--- config.mk ---
export PLATFORM = sky130hd
export DESIGN_NAME = tug_of_war_ctrl
export DESIGN_NICKNAME = d
export VERILOG_FILES = /design/src/rtl/tug_of_war_ctrl.sv
export SDC_FILE = /design/constraint.sdc
export NUM_CORES = 1
export LEC_CHECK = 0
export BUFFER_PORTS_ARGS = -buffer_cell sky130_fd_sc_hd__buf_2
export CAP_MARGIN = 25
export CORE_ASPECT_RATIO = 0.7
export CORE_MARGIN = 2
export CORE_UTILIZATION = 40
export DETAILED_ROUTE_END_ITERATION = 8
export GPL_TIMING_DRIVEN = 0
export PLACE_DENSITY_LB_ADDON = 0.25
export SLEW_MARGIN = 5
export SYNTH_ARGS = -nofsm -noshare
export SYNTH_HDL_FRONTEND = slang
export SYNTH_SLANG_ARGS = --single-unit
--- constraint.sdc ---
create_clock -name clk -period 2.6 [get_ports clk]
set_clock_uncertainty 0.15 [all_clocks]
set_input_delay 0.13 -clock clk [delete_from_list [all_inputs] [get_ports clk]]
set_output_delay 0.13 -clock clk [all_outputs]
set_load 0.02 [all_outputs]
--- src/rtl/tug_of_war_ctrl.sv ---
// Tug-of-war game sequencer: ready countdown, play, win flash, done and foul handling.
// Drives the LED mux select, one-hot rope position and winner flags from two debounced buttons.
module tug_of_war_ctrl #(
   parameter int TICK_DIV    = 12_500_000,
   parameter int READY_TICKS = 8,
   parameter int FLASH_TICKS = 2,
   parameter int WIN_FLASHES = 8
) (
   input  logic       clk,
   input  logic       rst,
   input  logic       btn_l,
   input  logic       btn_r,
   output logic [1:0] leds_ctrl,
   output logic [6:0] score,
   output logic [1:0] winner,
   output logic [2:0] state_dbg
);

   typedef enum logic [2:0] {
      S_READY = 3'd0,
      S_PLAY  = 3'd1,
      S_WIN   = 3'd2,
      S_DONE  = 3'd3,
      S_FOUL  = 3'd4
   } state_t;

   localparam int DIV_W    = (TICK_DIV > 1) ? $clog2(TICK_DIV) : 1;
   localparam int TCNT_MAX = (READY_TICKS > FLASH_TICKS) ? READY_TICKS : FLASH_TICKS;
   localparam int TCNT_W   = $clog2(TCNT_MAX + 1);
   localparam int FL_W     = $clog2(WIN_FLASHES + 1);

   localparam logic [DIV_W-1:0]  TICK_LAST  = DIV_W'(TICK_DIV - 1);
   localparam logic [TCNT_W-1:0] READY_LAST = TCNT_W'(READY_TICKS - 1);
   localparam logic [TCNT_W-1:0] FLASH_LAST = TCNT_W'(FLASH_TICKS - 1);
   localparam logic [FL_W-1:0]   FLIP_LAST  = FL_W'(WIN_FLASHES - 1);

   localparam logic [6:0] SCORE_MID = 7'b0001000;
   localparam logic [6:0] SCORE_L   = 7'b1000000;
   localparam logic [6:0] SCORE_R   = 7'b0000001;

   localparam logic [1:0] LEDS_OFF   = 2'd0;
   localparam logic [1:0] LEDS_ON    = 2'd1;
   localparam logic [1:0] LEDS_CODE  = 2'd2;
   localparam logic [1:0] LEDS_SCORE = 2'd3;

   localparam logic [1:0] WIN_NONE  = 2'b00;
   localparam logic [1:0] WIN_LEFT  = 2'b10;
   localparam logic [1:0] WIN_RIGHT = 2'b01;

   // Held as plain bits so an out-of-range encoding stays representable and recoverable.
   logic [2:0]        state_q;
   state_t            state_nxt;

   logic              btn_l_q, btn_r_q;
   logic              press_l, press_r;
   logic              tick;

   logic [DIV_W-1:0]  tick_cnt, tick_cnt_nxt;
   logic [TCNT_W-1:0] tcnt, tcnt_nxt;
   logic [FL_W-1:0]   flip_cnt, flip_cnt_nxt;
   logic [1:0]        leds_nxt;
   logic [6:0]        score_nxt, shifted;
   logic [1:0]        winner_nxt;

   assign press_l   = btn_l & ~btn_l_q;
   assign press_r   = btn_r & ~btn_r_q;
   assign tick      = (tick_cnt == TICK_LAST);
   assign state_dbg = state_q;

   // NOTE: sequential state uses non-blocking assignments so every register samples pre-edge values.
   always_ff @(posedge clk) begin
      if (rst) begin
         state_q   <= S_READY;
         btn_l_q   <= 1'b0;
         btn_r_q   <= 1'b0;
         tick_cnt  <= '0;
         tcnt      <= '0;
         flip_cnt  <= '0;
         leds_ctrl <= LEDS_OFF;
         score     <= SCORE_MID;
         winner    <= WIN_NONE;
      end else begin
         state_q   <= state_nxt;
         btn_l_q   <= btn_l;
         btn_r_q   <= btn_r;
         tick_cnt  <= tick_cnt_nxt;
         tcnt      <= tcnt_nxt;
         flip_cnt  <= flip_cnt_nxt;
         leds_ctrl <= leds_nxt;
         score     <= score_nxt;
         winner    <= winner_nxt;
      end
   end

   // NOTE: every variable gets a default before the case so no path leaves one unassigned (no latches).
   always_comb begin
      state_nxt    = state_t'(state_q);
      tick_cnt_nxt = tick ? '0 : tick_cnt + DIV_W'(1);
      tcnt_nxt     = tcnt;
      flip_cnt_nxt = flip_cnt;
      leds_nxt     = leds_ctrl;
      score_nxt    = score;
      winner_nxt   = winner;
      shifted      = score;

      case (state_q)
         S_READY: begin
            leds_nxt = LEDS_OFF;
            if (press_l || press_r) begin
               state_nxt = S_FOUL;
               leds_nxt  = LEDS_CODE;
               // Jumping the gun hands the round to the other player.
               if (press_l && press_r) winner_nxt = WIN_NONE;
               else if (press_l)       winner_nxt = WIN_RIGHT;
               else                    winner_nxt = WIN_LEFT;
            end else if (tick) begin
               if (tcnt == READY_LAST) begin
                  state_nxt = S_PLAY;
                  leds_nxt  = LEDS_SCORE;
                  score_nxt = SCORE_MID;
               end else begin
                  tcnt_nxt = tcnt + TCNT_W'(1);
               end
            end
         end

         S_PLAY: begin
            leds_nxt = LEDS_SCORE;
            if (press_l && !press_r)      shifted = score << 1;
            else if (press_r && !press_l) shifted = score >> 1;
            score_nxt = shifted;
            if (shifted == SCORE_L) begin
               state_nxt  = S_WIN;
               winner_nxt = WIN_LEFT;
               leds_nxt   = LEDS_ON;
            end else if (shifted == SCORE_R) begin
               state_nxt  = S_WIN;
               winner_nxt = WIN_RIGHT;
               leds_nxt   = LEDS_ON;
            end
         end

         S_WIN: begin
            if (tick) begin
               if (tcnt == FLASH_LAST) begin
                  tcnt_nxt = '0;
                  if (flip_cnt == FLIP_LAST) begin
                     state_nxt = S_DONE;
                     leds_nxt  = LEDS_SCORE;
                  end else begin
                     flip_cnt_nxt = flip_cnt + FL_W'(1);
                     leds_nxt     = (leds_ctrl == LEDS_ON) ? LEDS_SCORE : LEDS_ON;
                  end
               end else begin
                  tcnt_nxt = tcnt + TCNT_W'(1);
               end
            end
         end

         S_DONE, S_FOUL: begin
            // Both buttons held together is the only way back to a fresh round.
            if (btn_l && btn_r) begin
               state_nxt  = S_READY;
               leds_nxt   = LEDS_OFF;
               score_nxt  = SCORE_MID;
               winner_nxt = WIN_NONE;
            end
         end

         default: begin
            state_nxt  = S_READY;
            leds_nxt   = LEDS_OFF;
            score_nxt  = SCORE_MID;
            winner_nxt = WIN_NONE;
         end
      endcase

      // Every state starts with a full tick period and fresh tick/flash counts.
      if (state_nxt != state_q) begin
         tick_cnt_nxt = '0;
         tcnt_nxt     = '0;
         flip_cnt_nxt = '0;
      end
   end

endmodule
Word-level counts from Yosys, hierarchy flattened. Cells that the tools add are included. Widths: inputs -> output; s select.

Bits of input ports: 4. Output and inout bits: 14. Bits in registers: 48.

Equal/unequal tests: 21. Muxes and demuxes: 41. Bitwise operators: 6. Reductions and logical operators: 17. Add/sub/neg operators: 3.

Operator list (number): $mux 7 (7); $mux 2 (15); $pmux 7 s4 (1); $mux 3 (9); $add 24x1->24 const B (1); $eq 24x24->1 const B (1); $mux 4 (5); $ne 2x2->1 const B (8); $pmux 2 s4 (2); $pmux 3 s4 (1); $reduce_and 5->1 (2); $add 4x1->4 const B (2); $eq 4x3->1 const B (2); $pmux 4 s2 (1); $reduce_and 4->1 (2); $eq 7x1->1 const B (1); $eq 7x7->1 const B (1); $eq 3x2->1 const B (2); $eq 4x1->1 const B (1); $logic_and 1x1->1 (4); $not 1->1 (4); $reduce_or 2->1 (2); $eq 3x1->1 const B (1); $eq 3x3->1 const B (1); other kinds (10) (12).

Depth between registers and ports, before layout. Gate-level depths: netlist of run 1.

Depth after elaboration: 13. Depth in mapped cells: 9. Mapped depth without buffers: 8.

Least setup slack after synthesis of run 1. Ideal clock, no wire load.

Path type: register to register. Start point: register state_q[2], in the netlist state_dbg[2]. End point: register tcnt[0]. Clock period less this slack: 2325 ps. Required time: 2386 ps. Setup slack: 275 ps. Path buffers: 1. Data arrival time: 2111 ps. Stages on the path, launching flop included: 8. Path through: dfxtp_1 > clkbuf_1 > nor3_1 > a2111oi_0 > o41ai_1 > a31o_2 > or2_1 > nor2_1.

Longest elaborated chain between the ends: 6. Elaborated cells on any way between the ends: 25. Classes of those cells: 9 x eq/ne; 11 x mux; 5 x reduce/logical.

RTL lines: start, declared (line 51) `logic [2:0] state_q;`; start signal, assigned (line 83) `state_q <= state_nxt;`; $mux 3, on equally long branches (line 147, 117); $mux 3, on equally long branches (line 145, 116); $mux 3, on equally long branches (line 144, 109); $pmux 3 s4 (line 106) `case (state_q)`; $ne 3x3->1 (line 179) `if (state_nxt != state_q) begin`; $reduce_or 2->1 (no source line); end signal, assigned (line 87) `tcnt <= tcnt_nxt;`; end, declared (line 59) `logic [TCNT_W-1:0] tcnt, tcnt_nxt;`.

Several ways; a longest one is shown, not always the timed one. A chain may end at the register's enable or synchronous reset.

Worst setup path in the final report of run 1.
Start point: register btn_r_q. End point: register winner[0].

Longest elaborated chain between the ends: 9. Elaborated cells on any way between the ends: 19. Classes of those cells: 4 x eq/ne; 7 x mux; 2 x bitwise; 6 x reduce/logical.

RTL lines: start, declared (line 54) `logic btn_l_q, btn_r_q;`; start signal, assigned (line 85) `btn_r_q <= btn_r;`; $not 1->1 (*) (line 66) `assign press_r = btn_r & ~btn_r_q;`; $and 1x1->1 (*) (line 66); $logic_and 1x1->1 or $logic_not 1->1 (tied branches) (line 130, 129); $mux 7 or $logic_and 1x1->1 (tied branches) (line 130, 129); $mux 7 (line 129) `if (press_l && !press_r) shifted = score << 1;`; $mux 7 (line 106); $eq 7x7->1 or $eq 7x1->1 (tied branches) (line 132, 136); $ne 3x3->1 (no source line) or $mux 2 (tied branches); $reduce_and 4->1 (no source line) or $pmux 2 s4 (tied branches); end signal, assigned (line 91) `winner <= winner_nxt;`; end, declared (line 15) `output logic [1:0] winner,`.

Every way passes the cells marked *; elsewhere a longest branch is shown, timed or not. The select of a mux whose other input is x is not followed.

==> results of run 1 <==
[registers in the layout (all words and copies together), names as in the netlist]
| name | flops |
|---|---|
| winner | 2 |
| leds_ctrl | 2 |
| btn_l_q | 1 |
| btn_r_q | 1 |
| tcnt | 4 |
| score | 7 |
| flip_cnt | 4 |
| tick_cnt | 24 |
| state_dbg | 3 |
[placed cells by master (no fill, tap or decap), types with 6 or more instances in the layout]
master / instances
sky130_fd_sc_hd__a21oi_1: 13
sky130_fd_sc_hd__xnor2_1: 14
sky130_fd_sc_hd__a31oi_1: 6
sky130_fd_sc_hd__inv_1: 6
sky130_fd_sc_hd__nor2_1: 54
sky130_fd_sc_hd__nand2_1: 22
sky130_fd_sc_hd__dfxtp_1: 46
sky130_fd_sc_hd__nand3_1: 16
sky130_fd_sc_hd__xor2_1: 15
sky130_fd_sc_hd__buf_2: 17
[cells by family after synthesis]
kind of cell / count (synthesis) / synth area share (%)
simple gates: 150 / 31.0
compound gates: 53 / 14.8
flops: 48 / 37.2
xor+xnor: 30 / 10.5
buf+inv: 19 / 3.87
fa+ha+maj: 4 / 1.94
mux: 2 / 0.775
[per-layer routing]
| metal | global-route usage (%) | routed length [um] | up-vias | part of all wire (%) |
|---|---|---|---|---|
| li1 | - | - | 1153 | - |
| met1 | 25.8 | 3160 | 1062 | 54 |
| met2 | 23.3 | 2300 | 59 | 39 |
| met3 | 5.07 | 289 | 10 | 5.0 |
| met4 | 5.02 | 92 | 0 | 1.6 |
| met5 | 0 | 0 | - | 0 |
[final timing paths]
kind | startpoint | cells past startpoint | to
worst max-delay path | btn_r_q | 8 | winner[0]
worst min-delay path | btn_r | 3 | state_dbg[2]
worst max register to register | btn_r_q | 8 | winner[0]
worst min register to register | tick_cnt[0] | 1 | tick_cnt[0]
[through the flow]
stage / worst slack (ns) / total power (uW) / TNS (ns) / cells
after floorplan: 0.275 / 893 / 0 / 306
after global routing: 0.00160 / 1460 / 0 / 416
after detailed placement: -0.0304 / 936 / -0.109 / 401
after global placement: -0.0437 / 936 / -0.160 / 401
final: 0.108 / 1400 / 0 / 416
after CTS: 0.0468 / 1400 / 0 / 414
[power by group]
group	total (uW)	internal (uW)	switching, uW
registers	760	748	12.3
logic	184	73.4	110
clock network	455	188	267
total	1400	1010	389
[worst reg2reg max path: cells and delay by family (launching register included)]
| family | cells | cell delay (ns) |
|---|---|---|
| AO/OA/AOI/OAI | 3 | 0.54 |
| AND/OR/NAND/NOR | 3 | 1.08 |
| multiplexers | 1 | 0.18 |
| buffers and inverters | 1 | 0.14 |
| flip-flops | 1 | 0.35 |
[Yosys cell counts (all sizes together) (3+ instances only)]
cell,count,area (sq um)
a21oi,13,65.1
xor2,15,131
o221a,4,45.0
o21ai,7,38.8
and3,6,37.5
nand2,22,82.6
buf,6,51.3
xnor2,15,139
nor4,7,73.8
nand2b,4,25.0
nor2b,5,38.8
clkbuf,7,26.3
nor3b,5,42.5
nand4,4,25.0
inv,6,22.5
nor2,56,220
nand3b,4,30.0
o22ai,4,25.0
nand3,17,85.1
dfxtp,48,961
a31oi,6,37.5
o311ai,3,33.8
and4,3,26.3
nor3,5,25.0
ha,4,50.1
[final cells by class]
cell class | count | area [sq um] | area share, %
multi-input cells | 239 | 1580 | 53.0
flip-flops and latches | 48 | 963 | 32.3
repair buffers | 24 | 145 | 4.87
well taps | 78 | 97.6 | 3.27
plain buffers | 13 | 85.1 | 2.85
clock buffers | 5 | 68.8 | 2.31
inverters | 6 | 22.5 | 0.755
clock inverters | 3 | 18.8 | 0.629
[repair_timing]
action,in CTS,in global routing
endpoints found under the setup margin,12,37
pin swaps,0,5
buffers inserted,2,2
resized for setup,1,18
endpoints found under the hold margin,3,0
hold buffers,3,0
==> results.txt, run 1 <==
----------------------------------------------------
[Outcome]
  Result of the run ... finished, final reports clean

[Power and ir drop]
  Power Density ... 469 mW/mm^2
  Worst IR Drop VDD ... 0.000235 V
  Leakage dissipation ... 0.00105 uW

[Clock tree]
  Number of buffers created by CTS ... 5
  Clock insertion delay at the later pin of the skew report ... 0.31 ns
  Clock tree buffer depth ... 2
  Clock root buffer ... sky130_fd_sc_hd__clkbuf_8
  Clock-pin slew of the registers on the worst-case setup and hold paths ... 0.09 ns
  CTS tree ... built
  Clk sink count ... 48
  H-tree levels ... 2

[Global route]
  Sum of overflow across all layers after global routing ... 0
  Maximum number of pins on one net before global-route repair ... 16
  Global-route wire length before repair ... 9660 um
  Total GRT Usage ... 17.1%
  Number of antenna violations at the first check in global routing ... 0
  Number of global-route vias before repair ... 2012

[Placed design]
  Post-detail-place hpwl ... 4010 um
  Post-placement cell area ... 0.00277 sq mm
  Final weighted congestion in routability-driven placement ... 0.830
  Port Buffer Count ... 17

[Drt]
  Total wirelength of the detailed-routed design ... 5840 um
  Via count ... 2284
  Final ANT Viol Nets ... 0
  Mean routed wirelength per cell ... 14.0 um
  Number of vias per cell after detailed routing ... 5.49
  Remaining design rule violation count ... 0
  DRC marker count from the first detailed-route iteration ... 128
  First-pass detailed-route iteration total ... 4

[Timing]
  Hold violation count in the final report ... 0
  Final period util ... 95.9%
  RSZ-0062 raised after global routing ... false
  Worst slew slack as a fraction of its limit ... 48.3%
  Pin slew with the least headroom to its limit ... 0.774 ns
  Clock period minus worst slack ... 2.49 ns
  Peak Freq ... 401 MHz
  Final setup violating endpoints ... 0
  Worst hold slack across all endpoints ... 0.0757 ns
  Number of slew-limit violations in the final report ... 0

[Yosys]
  Number of synthesized register bits ... 48
  Count of distinct cell types in the synthesized netlist ... 59
  Synth Flop Type ... sky130_fd_sc_hd__dfxtp_1
  Number of flops mapped to enable cells by yosys ... 0
  Synth Cell Area ... 0.00258 sq mm
  Syn Nets ... 314
  Register area share after synthesis ... 37.2%
  Gate Count Post-Synth ... 306
  Syn_area_per_cell ... 8.44 sq um
  Async set-or-reset flop fraction in the synthesized netlist ... 0%
  Warnings, synthesis ... 0

[Finish]
  Relative area change from synthesis to final layout ... 15.4%
  Post-layout net count ... 345
  Fill cells ... 633
  Layout cells sized above 1 ... 17.5%
  Non-Filler Cell Area, Final ... 0.00298 sq mm
  Antenna diode count ... 0
  Core Util, Final ... 47.7%

[Die]
  Y dimension of the die ... 71.2 um
  Die area ... 0.00713 sq mm
  Effective utilization at floorplan ... 41.4%
  I/O pin count ... 18
  Width of the chip ... 100 um
  Row count ... 24
  Floorplan core area ... 0.00625 sq mm

[Worst setup path]
  Setup slack of the most critical reg-to-reg path ... 0.11 ns
  Worst stage delay on the critical path ... 0.47 ns
  Path type of the worst setup path ... flop to flop
  Critical Path End Type ... flop
  Data required time at the worst endpoint ... 2.70 ns
  Number of buffer and inverter stages on the critical path ... 1
  Kind of cell with the highest combined delay on the critical path ... simple AND/OR/NAND/NOR gates
  Largest fanout of any net on the critical path ... 8
  Series of cell instances along the critical path ... nand2b_1, buf_6, or4_1, o311ai_1, or3b_1, o21ai_2, o211a_1, mux2i_1
  Kind of launch point of the worst setup path ... flop
  Worst EP arrival ... 2.59 ns
  CP max-delay cell ... sky130_fd_sc_hd__or4_1

[Job]
  # Max-Cap Violations ... 0

[Min path]
  Hold crit path type ... input port to flop

----------------------------------------------------
(Power assumes the default switching activity.)
==> run 2: changes to the inputs <==
- clock period: 2.6 -> 2.7 ns (I/O delays scaled with it)
==> results.txt, run 2 (synthesis gave the netlist of run 1 again) <==
----------------------------------------------------
[Outcome]
  Result of the run ... finished, final reports clean

[Clock tree]
  Number of buffers created by CTS ... 5 (unchanged)
  Clock-pin slew of the registers on the worst-case setup and hold paths ... 0.09 ns (about the same)
  CTS tree ... built
  Clock insertion delay at the later pin of the skew report ... 0.31 ns (about the same)
  Clk sink count ... 48 (unchanged)
  Clock tree buffer depth ... 2 (unchanged)
  H-tree levels ... 2 (unchanged)
  Clock root buffer ... sky130_fd_sc_hd__clkbuf_8

[Worst setup path]
  Critical Path End Type ... flop
  Most used cell along the critical path ... sky130_fd_sc_hd__nand3_1
  Worst stage delay on the critical path ... 0.54 ns (+0.07 ns)
  Series of cell instances along the critical path ... dlygate4sd3_1, buf_2, nor2b_4, buf_6, or4_1, o311ai_1, nor3b_4, nand3_1, nand3_1, clkbuf_4, nor2_1
  CP max-delay cell ... sky130_fd_sc_hd__dlygate4sd3_1
  Path type of the worst setup path ... input port to flop
  Kind of launch point of the worst setup path ... input port
  Data required time at the worst endpoint ... 2.75 ns (+0.05 ns)
  Largest fanout of any net on the critical path ... 10 (+2)
  Worst EP arrival ... 2.69 ns (+0.10 ns)

[Die]
  Width of the chip ... 100 um (unchanged)
  Die area ... 0.00713 sq mm (unchanged)
  Row count ... 24 (unchanged)
  Effective utilization at floorplan ... 41.4% (unchanged)
  Floorplan core area ... 0.00625 sq mm (unchanged)
  I/O pin count ... 18 (unchanged)
  Y dimension of the die ... 71.2 um (unchanged)

[Global route]
  Number of global-route vias before repair ... 1997 (-0.75%)
  Sum of overflow across all layers after global routing ... 0 (unchanged)
  Total GRT Usage ... 17.0% (-0.042 points)
  Number of antenna violations at the first check in global routing ... 0 (unchanged)
  Global-route wire length before repair ... 9640 um (-0.22%)
  Maximum number of pins on one net before global-route repair ... 16 (unchanged)

[Drt]
  DRC marker count from the first detailed-route iteration ... 123 (-3.9%)
  Via count ... 2253 (-1.4%)
  Mean routed wirelength per cell ... 13.8 um (-1.7%)
  Final ANT Viol Nets ... 0 (unchanged)
  Remaining design rule violation count ... 0 (unchanged)
  First-pass detailed-route iteration total ... 4 (unchanged)
  Total wirelength of the detailed-routed design ... 5730 um (-1.9%)
  Number of vias per cell after detailed routing ... 5.43 (-1.1%)

[Power and ir drop]
  Worst IR Drop VDD ... 0.000227 V (-3.7%)
  Portion of total power attributed to the clock network ... 32.6% (about the same)
  Switching part of the total power ... 27.7% (-0.14 points)
  Cell Int Power ... 967 uW (-4.2%)
  Seq pwr share ... 54.7% (+0.3 points)
  Leakage dissipation ... 0.00103 uW (-1.6%)
  Comb pwr share ... 12.7% (-0.4 points)
  Power Density ... 456 mW/mm^2 (-2.7%)
  Reported net switching power ... 370 uW (-4.9%)

[Finish]
  Antenna diode count ... 0 (unchanged)
  Core Util, Final ... 46.9% (-0.82 points)
  Non-Filler Cell Area, Final ... 0.00293 sq mm (-1.7%)
  Post-layout net count ... 344 (-0.29%)
  Largest registers ranked by flip-flop count ... tick_cnt: 24 flops, score: 7 flops
  Layout cells sized above 1 ... 14.2% (-3.2 points)
  Final instance count without filler cells ... 415 (-0.24%)
  Fill cells ... 628 (-0.79%)
  Relative area change from synthesis to final layout ... 13.4%
  Multi-input logic area ... 0.00154 sq mm (-2.5%)
  Largest register FFs ... 24 (unchanged)
  Most flop-heavy register ... tick_cnt
  Commonest cells after routing, fill and taps aside ... 54 x sky130_fd_sc_hd__nor2_1, 48 x sky130_fd_sc_hd__dfxtp_1, 22 x sky130_fd_sc_hd__nand2_1, 17 x sky130_fd_sc_hd__nand3_1, 17 x sky130_fd_sc_hd__buf_2
  Reg area ... 961 sq um (-0.26%)
  Most common cell after layout, fill and taps aside ... sky130_fd_sc_hd__nor2_1

[Min path]
  Hold crit path type ... input port to flop

[Placed design]
  Final weighted congestion in routability-driven placement ... 0.830 (unchanged)
  Post-detail-place hpwl ... 4010 um (unchanged)
  Placed cell count ... 401 (unchanged)
  Post-placement cell area ... 0.00277 sq mm (unchanged)
  Port Buffer Count ... 17 (unchanged)

[Timing]
  RSZ-0062 raised after global routing ... true
  Worst hold slack across all endpoints ... 0.0881 ns (+0.0124 ns)
  Worst slew slack as a fraction of its limit ... 46.5% (-1.8 points)
  Clock period minus worst slack ... 2.64 ns
  Final period util ... 97.7%
  Number of slew-limit violations in the final report ... 0 (unchanged)
  Final setup violating endpoints ... 0 (unchanged)
  Hold violation count in the final report ... 0 (unchanged)
  Peak Freq ... 379 MHz
  Pin slew with the least headroom to its limit ... 0.801 ns (+0.0266 ns)

[Job]
  # Max-Cap Violations ... 0 (unchanged)

----------------------------------------------------
[run 2: cell count changes in the layout (fill, tap and decap cells not counted), sizes merged]
cell | previous run | this run
buf | 25 | 24
[run 2: worst max-delay path, delay by kind of cell]
kind	cells	cell delay [ns]
AO/OA/AOI/OAI	1	0.13
buffers and inverters	4	1.09
AND/OR/NAND/NOR	6	1.32
[run 2: per-layer routing]
metal / GRT usage [%] / share of wire (%) / up-vias
li1: - / - / 1151
met5: 0 / 0 / -
met2: 23.5 / 39 / 67
met3: 4.98 / 6.7 / 8
met4: 4.57 / 1.5 / 0
met1: 25.8 / 53 / 1027
[run 2: metrics by stage]
stage / total power (uW) / setup TNS, ns / setup WS [ns]
2_1_floorplan: 860 / 0 / 0.375
3_3_place_gp: 901 / 0 / 0.0563
3_5_place_dp: 902 / 0 / 0.0696
4_1_cts: 1340 / 0 / 0.0220
5_1_grt: 1400 / -1.12 / -0.0822
6_report: 1340 / 0 / 0.0628
[run 2: path summary, 6_finish.rpt]
path / slack, ns / from / cells past startpoint / to
setup / recovery: 0.06 / btn_r / 11 / tick_cnt[21]
hold reg to reg: 0.31 / winner[0] / 2 / winner[0]
hold / removal: 0.09 / btn_l / 3 / state_dbg[2]
setup reg to reg: 0.10 / tick_cnt[5] / 8 / score[2]
[run 2: power by group through the flow]
stage               clock, uW  sequential, uW  combinational (uW)
floorplan                   0             756                 105
CTS                       455             731                 158
global route              483             734                 185
finish                    436             731                 170
global placement            0             748                 154
detailed placement          0             748                 154
[run 2: what timing repair did]
item / in CTS / in global routing
resized for setup: 0 / 6
endpoints found under the setup margin: 0 / 33
hold endpoints to repair: 3 / 0
setup buffers: 0 / 3
hold buffers: 3 / 0
[run 2: cell type report]
cell class | count | area share (%)
clock inverters | 3 | 0.640
multi-input cells | 239 | 52.6
well taps | 78 | 3.33
flip-flops and latches | 48 | 32.8
repair buffers | 23 | 4.70
plain buffers | 13 | 2.82
clock buffers | 5 | 2.35
inverters | 6 | 0.769
==> run 3: changes to the inputs <==
- MAX_ROUTING_LAYER: unset -> met4
- TNS_END_PERCENT: unset -> 10
- clock period: 2.7 -> 3.4 ns (I/O delays scaled with it)
==> results.txt, run 3 (synthesis gave the netlist of run 1 again) <==
----------------------------------------------------
[Drt]
  Remaining design rule violation count ... 0 (unchanged)
  Total wirelength of the detailed-routed design ... 5640 um (-1.5%)
  First-pass detailed-route iteration total ... 4 (unchanged)
  Final ANT Viol Nets ... 0 (unchanged)
  Number of vias per cell after detailed routing ... 5.42 (-0.15%)
  DRC marker count from the first detailed-route iteration ... 110 (-11%)
  Via count ... 2228 (-1.1%)
  Mean routed wirelength per cell ... 13.7 um (-0.53%)

[Worst setup path]
  Data required time at the worst endpoint ... 3.50 ns (+0.75 ns)
  Kind of launch point of the worst setup path ... input port
  Path type of the worst setup path ... input port to flop
  Largest fanout of any net on the critical path ... 7 (-3)
  Worst EP arrival ... 2.97 ns (+0.28 ns)
  Number of cells on the worst reg-to-reg path ... 7 (-1)
  Critical Path End Type ... flop

[Finish]
  Antenna diode count ... 0 (unchanged)
  Most flop-heavy register ... tick_cnt
  Final instance count without filler cells ... 411 (-0.96%)
  Post-layout net count ... 340 (-1.2%)
  Commonest cells after routing, fill and taps aside ... 54 x sky130_fd_sc_hd__nor2_1, 48 x sky130_fd_sc_hd__dfxtp_1, 22 x sky130_fd_sc_hd__nand2_1, 19 x sky130_fd_sc_hd__buf_2, 17 x sky130_fd_sc_hd__nand3_1
  Largest register FFs ... 24 (unchanged)
  Largest registers ranked by flip-flop count ... tick_cnt: 24 flops, score: 7 flops
  Relative area change from synthesis to final layout ... 11.2%
  Fill cells ... 632 (+0.64%)
  Layout cells sized above 1 ... 12.9% (-1.3 points)
  Most common cell after layout, fill and taps aside ... sky130_fd_sc_hd__nor2_1

[Timing]
  Clock period minus worst slack ... 2.87 ns
  Worst slew slack as a fraction of its limit ... 46.3% (-0.21 points)
  Final period util ... 84.4%
  Total Negative Setup Slacks ... 0 ns (unchanged)
  Peak Freq ... 348 MHz
  Hold violation count in the final report ... 0 (unchanged)
  Final setup violating endpoints ... 0 (unchanged)
  Pin slew with the least headroom to its limit ... 0.785 ns (-0.0154 ns)
  RSZ-0062 raised after global routing ... false
  Worst hold slack across all endpoints ... 0.0123 ns (-0.0758 ns)
  Number of slew-limit violations in the final report ... 0 (unchanged)

[Power and ir drop]
  Power Total ... 1050 uW (-21%)
  Power Density ... 367 mW/mm^2 (-20%)
  Leakage dissipation ... 0.00101 uW (-2.3%)
  Worst IR Drop VDD ... 0.000180 V (-21%)

[Die]
  Effective utilization at floorplan ... 41.4% (unchanged)
  Width of the chip ... 100 um (unchanged)
  Y dimension of the die ... 71.2 um (unchanged)
  Row count ... 24 (unchanged)
  Floorplan core area ... 0.00625 sq mm (unchanged)
  Die area ... 0.00713 sq mm (unchanged)
  I/O pin count ... 18 (unchanged)

[Global route]
  Maximum number of pins on one net before global-route repair ... 16 (unchanged)
  Number of global-route vias before repair ... 2001 (+0.20%)
  Global-route wire length before repair ... 9650 um (+0.15%)
  Sum of overflow across all layers after global routing ... 0 (unchanged)
  Total GRT Usage ... 17.6% (+0.57 points)
  Number of antenna violations at the first check in global routing ... 0 (unchanged)

[Clock tree]
  Clock root buffer ... sky130_fd_sc_hd__clkbuf_8
  CTS tree ... built
  Post-cts sizing count ... 0 (unchanged)
  Clk sink count ... 48 (unchanged)
  Clock insertion delay at the later pin of the skew report ... 0.31 ns (about the same)
  Number of buffers created by CTS ... 5 (unchanged)
  Clock tree buffer depth ... 2 (unchanged)
  H-tree levels ... 2 (unchanged)
  Clock-pin slew of the registers on the worst-case setup and hold paths ... 0.09 ns (about the same)

[Placed design]
  Placed cell count ... 401 (unchanged)
  Post-detail-place hpwl ... 4010 um (unchanged)
  Final weighted congestion in routability-driven placement ... 0.843 (+1.5%)
  Port Buffer Count ... 17 (unchanged)

[Outcome]
  Result of the run ... finished, final reports clean

[Job]
  # Max-Cap Violations ... 0 (unchanged)

[Min path]
  Count of cells along the worst hold path ... 2 (-1)
  Hold crit path type ... input port to flop

----------------------------------------------------
==> run 3: timing repair <==
action / 4_1_cts / 5_1_grt
endpoints found under the hold margin: 2 / 0
setup buffers: 0 / 0
hold buffers: 2 / 0
==> run 3: worst max-delay path, stage by stage <==
cell                            delay, ns
sky130_fd_sc_hd__dlygate4sd3_1       0.53
sky130_fd_sc_hd__buf_2               0.15
sky130_fd_sc_hd__nand2b_1            0.24
sky130_fd_sc_hd__nand2_1             0.25
sky130_fd_sc_hd__a2111oi_0           0.76
sky130_fd_sc_hd__o41ai_1             0.19
sky130_fd_sc_hd__a31o_2              0.32
sky130_fd_sc_hd__or2_1               0.26
sky130_fd_sc_hd__nor2_1              0.09
==> run 3: area by class of cell <==
cell class	instances	area (sq um)	share of cell area [%]
clock inverters	3	18.8	0.653
plain buffers	13	77.6	2.70
repair buffers	19	105	3.66
multi-input cells	239	1520	53.0
inverters	6	22.5	0.784
clock buffers	5	68.8	2.39
well taps	78	97.6	3.40
flip-flops and latches	48	961	33.4
==> run 3: stage by stage <==
step | worst slack [ns] | instance area (sq um) | utilization [%]
2_1_floorplan | 1.07 | 2580 | -
3_3_place_gp | 0.756 | 2770 | 44.3
3_5_place_dp | 0.770 | 2770 | 44.3
4_1_cts | 0.631 | 2870 | 46.0
5_1_grt | 0.376 | 2870 | 46.0
6_report | 0.530 | 2870 | 46.0
==> run 3: where the power goes <==
group / total (uW) / switching [uW] / internal [uW] / leakage [uW]
clock: 347 / 204 / 144 / 0.0000479
sequential: 581 / 9.12 / 572 / 0.000388
combinational: 125 / 78.5 / 46.5 / 0.000574
==> run 3: metal layers <==
metal	vias up	share of wire, %	global-route usage (%)
met3	8	4.6	4.98
met5	-	0	-
met2	53	39	23.4
met4	0	1.5	4.57
li1	1138	-	-
met1	1029	55	26.0
==> run 3: final timing paths <==
path	from	endpoint	slack [ns]
max reg2reg	state_dbg[2]	tcnt[2]	0.67
max	btn_l	tcnt[2]	0.53
min reg2reg	winner[0]	winner[0]	0.32
min	btn_r	btn_r_q	0.01
